## src/rtl/m68k_bus_pkg.sv

```systemverilog
// Shared definitions for the 68000 bus target and the FPGA bus-master sequencer.
package m68k_bus_pkg;

    typedef enum logic [2:0] {
        IDLE   = 3'd0,
        STROBE = 3'd1,
        WAIT   = 3'd2,
        ACK    = 3'd3,
        ERR    = 3'd4,
        REL    = 3'd5
    } bus_state_t;

    // FTDI status window as a byte address; bit 0 never appears on the 68000 bus.
    localparam logic [23:0] FTDI_STATUS_BASE = 24'h780000;

    localparam int TIMER_W = 16;

endpackage

```

## src/rtl/sync2.sv

```systemverilog
// Two-flop synchroniser for one asynchronous control line, with a selectable reset level.
module sync2 #(
    parameter logic RESET_VAL = 1'b1
) (
    input  logic cpuclk,
    input  logic rst_n,
    input  logic d,
    output logic q
);

    logic meta;

    always_ff @(posedge cpuclk or negedge rst_n) begin
        if (!rst_n) begin
            meta <= RESET_VAL;
            q    <= RESET_VAL;
        end else begin
            meta <= d;
            q    <= meta;
        end
    end

endmodule

```

## src/rtl/m68k_bus_target.sv

```systemverilog
// 68000 bus responder: decodes an address window, turns CPU cycles into single-cycle
// register strobes and answers with DTACK, or BERR when the register port never acknowledges.
module m68k_bus_target
    import m68k_bus_pkg::*;
#(
    parameter logic [23:0] BASE    = FTDI_STATUS_BASE,
    parameter int          AWIDTH  = 4,
    parameter int          TIMEOUT = 255
) (
    input  logic              cpuclk,
    input  logic              rst_n,
    input  logic              enable,
    input  logic              as_n,
    input  logic              uds_n,
    input  logic              lds_n,
    input  logic              rw,
    input  logic [23:1]       addr,
    input  logic [15:0]       data_in,
    output logic [15:0]       data_out,
    output logic              data_oe,
    output logic              dtack_n,
    output logic              berr_n,
    output logic [AWIDTH-1:0] reg_addr,
    output logic [1:0]        reg_be,
    output logic [15:0]       reg_wdata,
    output logic              reg_wr,
    output logic              reg_rd,
    input  logic [15:0]       reg_rdata,
    input  logic              reg_ack
);

    localparam logic [TIMER_W-1:0] TIMEOUT_CNT = TIMER_W'(TIMEOUT);

    bus_state_t         state;
    bus_state_t         next_state;
    logic               as_s;
    logic               uds_s;
    logic               lds_s;
    logic               sel;
    logic               start;
    logic               rw_q;
    logic [TIMER_W-1:0] cnt;
    logic [TIMER_W-1:0] cnt_inc;

    sync2 #(.RESET_VAL(1'b1)) u_sync_as (
        .cpuclk (cpuclk),
        .rst_n  (rst_n),
        .d      (as_n),
        .q      (as_s)
    );

    sync2 #(.RESET_VAL(1'b1)) u_sync_uds (
        .cpuclk (cpuclk),
        .rst_n  (rst_n),
        .d      (uds_n),
        .q      (uds_s)
    );

    sync2 #(.RESET_VAL(1'b1)) u_sync_lds (
        .cpuclk (cpuclk),
        .rst_n  (rst_n),
        .d      (lds_n),
        .q      (lds_s)
    );

    // addr is read raw: the CPU holds it stable for as long as the strobes are low.
    assign sel     = enable && (addr[23:AWIDTH+1] == BASE[23:AWIDTH+1]);
    assign start   = !as_s && sel && (!uds_s || !lds_s);
    assign cnt_inc = (cnt == '1) ? cnt : cnt + TIMER_W'(1);

    assign reg_wr  = (state == STROBE) && !rw_q;
    assign reg_rd  = (state == STROBE) && rw_q;

    always_comb begin
        next_state = state;
        unique case (state)
            IDLE: begin
                if (start) begin
                    next_state = STROBE;
                end
            end
            STROBE: begin
                next_state = reg_ack ? ACK : WAIT;
            end
            WAIT: begin
                if (reg_ack) begin
                    next_state = ACK;
                end else if (cnt_inc == TIMEOUT_CNT) begin
                    next_state = ERR;
                end else if (as_s) begin
                    next_state = IDLE;
                end
            end
            ACK, ERR: begin
                if (as_s) begin
                    next_state = REL;
                end
            end
            REL: begin
                next_state = IDLE;
            end
            default: begin
                next_state = IDLE;
            end
        endcase
        if (!enable) begin
            next_state = IDLE;
        end
    end

    // DTACK and the data driver are withheld the moment the synced AS is seen high,
    // so the bus is released three clocks after the CPU ends the cycle.
    always_ff @(posedge cpuclk or negedge rst_n) begin
        if (!rst_n) begin
            state     <= IDLE;
            cnt       <= '0;
            rw_q      <= 1'b0;
            reg_addr  <= '0;
            reg_be    <= '0;
            reg_wdata <= '0;
            data_out  <= '0;
            dtack_n   <= 1'b1;
            berr_n    <= 1'b1;
            data_oe   <= 1'b0;
        end else begin
            state   <= next_state;
            dtack_n <= !(enable && (state == ACK) && !as_s);
            data_oe <= enable && (state == ACK) && !as_s && rw_q;
            berr_n  <= !(next_state == ERR);
            if (!enable) begin
                cnt       <= '0;
                rw_q      <= 1'b0;
                reg_addr  <= '0;
                reg_be    <= '0;
                reg_wdata <= '0;
                data_out  <= '0;
            end else begin
                if ((state == IDLE) && start) begin
                    reg_addr  <= addr[AWIDTH:1];
                    reg_be    <= {!uds_s, !lds_s};
                    reg_wdata <= data_in;
                    rw_q      <= rw;
                end
                if (state == STROBE) begin
                    cnt <= '0;
                end else if (state == WAIT) begin
                    cnt <= cnt_inc;
                end
                if (rw_q && reg_ack && ((state == STROBE) || (state == WAIT))) begin
                    data_out <= reg_rdata;
                end
            end
        end
    end

endmodule

```

## config.mk

```make
export PLATFORM = sky130hd
export DESIGN_NAME = m68k_bus_target
export DESIGN_NICKNAME = d
export VERILOG_FILES = /design/src/rtl/m68k_bus_pkg.sv /design/src/rtl/sync2.sv /design/src/rtl/m68k_bus_target.sv
export SDC_FILE = /design/constraint.sdc
export NUM_CORES = 1
export LEC_CHECK = 0
export ABC_AREA = 0
export BUFFER_PORTS_ARGS = -buffer_cell sky130_fd_sc_hd__buf_4
export CELL_PAD_IN_SITES_DETAIL_PLACEMENT = 0
export CELL_PAD_IN_SITES_GLOBAL_PLACEMENT = 2
export CORE_ASPECT_RATIO = 0.75
export CORE_MARGIN = 2
export CORE_UTILIZATION = 30
export DETAILED_ROUTE_END_ITERATION = 8
export PLACE_DENSITY = 0.81
export SLEW_MARGIN = 20
export SYNTH_ARGS = -nofsm -noshare
export SYNTH_HDL_FRONTEND = slang
export SYNTH_SLANG_ARGS = --single-unit
```

## constraint.sdc

```tcl
create_clock -name cpuclk -period 2.9 [get_ports cpuclk]
set_input_delay 0.435 -clock cpuclk [delete_from_list [all_inputs] [get_ports cpuclk]]
set_output_delay 0.435 -clock cpuclk [all_outputs]
set_load 0.02 [all_outputs]
```

==> flow_summary.ini <==
[min_path]
worstHoldPathType = in -> async

[timing]
tightest_slew_ns = 0.867
holdWs_ns = 0.204
timing.setup.tns_ns = 0
setup_slack_ns = 0.670
skew_ns = 0.00664
fin_crit_ns = 2.23
hold_viol = 0
fmax_ghz = 0.448
slew_headroom_pct = 42.2
slew_viol_final = 0
fin_crit_sh_pct = 76.9
rsz0062_at_grt = no
final-setup-viol-count = 0

[worst_setup_path]
r2r-end = state[2]
cp-endpoint = state[2]
required_ns = 3.17
cp.depth = 7
worstPathMaxFanout = 11
start_kind = register
cp_data_arrival_time_ns = 2.50
slowest_stage = nor4_4
critPathMaxStageDelay_ns = 0.42
crit_type = reg -> reg
r2r_start = cnt[0]
crit_buf_inv = 0
rrSetupSlack_ns = 0.67
cp_top_family = simple AND/OR/NAND/NOR gates
crit_chain = ha_1 > nand3_4 > nor4_4 > o21a_1 > a2bb2o_4 > nor4_2 > or2_1
end_kind = register
startpoint = cnt[0]
r2r_cells = 7

[finish]
syn2layout_area_growth_pct = 35.4
final_util_pct = 41.5
final_nets = 530
diodes = 0
drive_above_1_share_pct = 32.3

[clocking]
ctsLongestPathBuffers = 2
path_clk_slew_ns = 0.06
root_buffer = clkbuf_16
hold_buffers = 0
clkSinkCount = 67
worstSkewPairLatency_ns = 0.33
cts_tree = done
cts_setup_buffers = 0
cts_resized = 0
cts_buffers = 9
htreeDepth = 3

[grt]
track_usage_pct = 16.5
grt_pass1_vias = 3018
grt_pass1_wl_um = 15500
grt_max_degree = 68
antenna_found_initial = 0
grt-ovfl-total = 0

[placement]
place.gp.congestion = 0.832
dpl_worst_slack_ns = 0.693
portBuffers = 105
dpl.hpwl_um = 6510

[yosys]
synth.largest_area_cell = dfrtp_1
yosysUniqueCellTypes = 50
synth.most_common_cell = nand2_1
synth_common_cells = 94 x nand2_1, 59 x dfrtp_1, 56 x o21ai_0
syn_nets = 433
ys_ff_latch = 67
synthCells = 369
synth_top_area_share_pct = 44.2
synth.area.top_cells = dfrtp_1 44%, nand2_1 11%, o21ai_0 8.4%
ys.warnings.count = 0
seq_area_frac_synth_pct = 50.4
synth-edff-count = 0
syn-cell-area_sq_um = 3340
synthFlopType = dfrtp_1
async_flop_share_pct = 100
synth_area_per_cell_sq_um = 9.06

[status]
status = finished, final reports clean

[floorplan]
core_sq_um = 10900
die_area_sq_um = 12000
die-width_um = 126
ios = 106
fp.dieH_um = 95.4
initial_core_util_pct = 30.7
fp-row-count = 33

[pwr]
swShare_pct = 25.1
p_int_mw = 1.64
clkPwrFrac_pct = 47.0
p_leak_nw = 2.06
combPwrFrac_pct = 8.5
ir_drop_uv = 249
total_power_mw = 2.19
seqPwrFrac_pct = 44.5
powerDensity_nw_per_um2 = 485
power_switching_mw = 0.550

[routing]
vias_per_cell = 4.87
routedLengthMet1_um = 4430
antenna_left = 0
drtIter0Drc = 153
drc = 0
routedWlPerCell_um = 15.1
wl_met2_um = 4070
drtPass1Iterations = 4
met3_wirelength_um = 503
wl_um = 9210
vias = 2974
top_layer_used = met4

[run]
drv_cap = 0
[cell type report]
type | instances | area [sq um]
clock buffers | 9 | 225
clock inverters | 7 | 60.1
fillers | 1105 | 6370
inverters | 9 | 33.8
multi-input cells | 267 | 1510
flip-flops and latches | 67 | 1690
well taps | 140 | 175
repair buffers | 112 | 841
[registers in the layout (all words and copies together) (netlist names)]
| register | flops |
|---|---|
| berr_n | 1 |
| u_sync_uds.q | 1 |
| dtack_n | 1 |
| cnt | 16 |
| u_sync_uds.meta | 1 |
| rw_q | 1 |
| u_sync_as.meta | 1 |
| reg_wdata | 16 |
| data_out | 16 |
| reg_addr | 4 |
| state | 3 |
| u_sync_lds.meta | 1 |
| data_oe | 1 |
| u_sync_lds.q | 1 |
| reg_be | 2 |
| u_sync_as.q | 1 |
[worst reg2reg max path: stages (launching register included)]
cell and delay, ns:
dfrtp_1 0.40, ha_1 0.30, nand3_4 0.20, nor4_4 0.42
o21a_1 0.20, a2bb2o_4 0.23, nor4_2 0.28, or2_1 0.14
[routing by layer]
metal | track usage [%] | vias up
met2 | 25.2 | 76
met4 | 6.87 | 0
met1 | 21.9 | 1397
met5 | 0 | -
met3 | 4.83 | 17
li1 | - | 1484
[per-stage QoR]
stage               instances  cell area [sq um]
floorplan                 369               3340
global placement          595               4240
detailed placement        595               4240
CTS                       611               4530
global route              611               4530
finish                    611               4530
[power by group through the flow]
stage / combinational (mW) / clock [mW] / sequential (mW)
after global placement: 0.188 / 0 / 0.993
after CTS: 0.189 / 1.07 / 0.977
after detailed placement: 0.189 / 0 / 0.994
after floorplan: 0.0399 / 0 / 1.01
after global routing: 0.206 / 1.11 / 0.980
final: 0.186 / 1.03 / 0.977
[cell usage in the layout, fill, tap and decap left out, types with 2 or more instances in the layout]
cell type / netlist / routed
o22ai_1: 2 / 2
a21oi_1: 13 / 13
a21o_1: 2 / 2
and3_2: 2 / 2
o21ai_0: 56 / 56
o21a_1: 2 / 2
mux2i_1: 3 / 3
and3_1: 2 / 2
and4_1: 5 / 5
o211ai_1: 3 / 3
nor4b_1: 2 / 2
inv_6: 0 / 3
or2_2: 2 / 2
nand4_1: 3 / 3
mux2_2: 2 / 2
nand2b_1: 4 / 4
nand4_4: 2 / 2
inv_1: 9 / 9
a22o_1: 6 / 6
nor2_1: 15 / 15
xnor2_1: 2 / 2
clkinvlp_4: 0 / 3
dfrtp_1: 59 / 59
nand2_1: 94 / 94
nor4_4: 2 / 3
nor3_1: 8 / 8
dfstp_2: 8 / 8
clkbuf_16: 0 / 9
a31oi_1: 3 / 2
nand3_1: 7 / 7
nor4_1: 6 / 6
buf_4: 4 / 112
o31ai_1: 2 / 2
[cells by family after synthesis]
family / synth area share (%)
multiplexers: 1.57
flip-flops: 50.4
buffers and inverters: 4.94
AO/OA/AOI/OAI: 16.7
adder cells (fa/ha/maj): 0.374
XOR/XNOR: 0.786
AND/OR/NAND/NOR: 25.2
[how the worst min path moves through the flow]
stage / startpoint / end / slack [ns] / depth (start not counted)
2_1_floorplan: rst_n / cnt[0] / 0.14 / 0
3_3_place_gp: u_sync_uds.meta / u_sync_uds.q / 0.35 / 0
3_5_place_dp: u_sync_as.meta / u_sync_as.q / 0.35 / 0
4_1_cts: uds_n / u_sync_uds.meta / 0.19 / 1
5_1_grt: lds_n / u_sync_lds.meta / 0.19 / 1
6_report: rst_n / reg_wdata[15] / 0.20 / 1
Power figures use the tool's default switching activity.
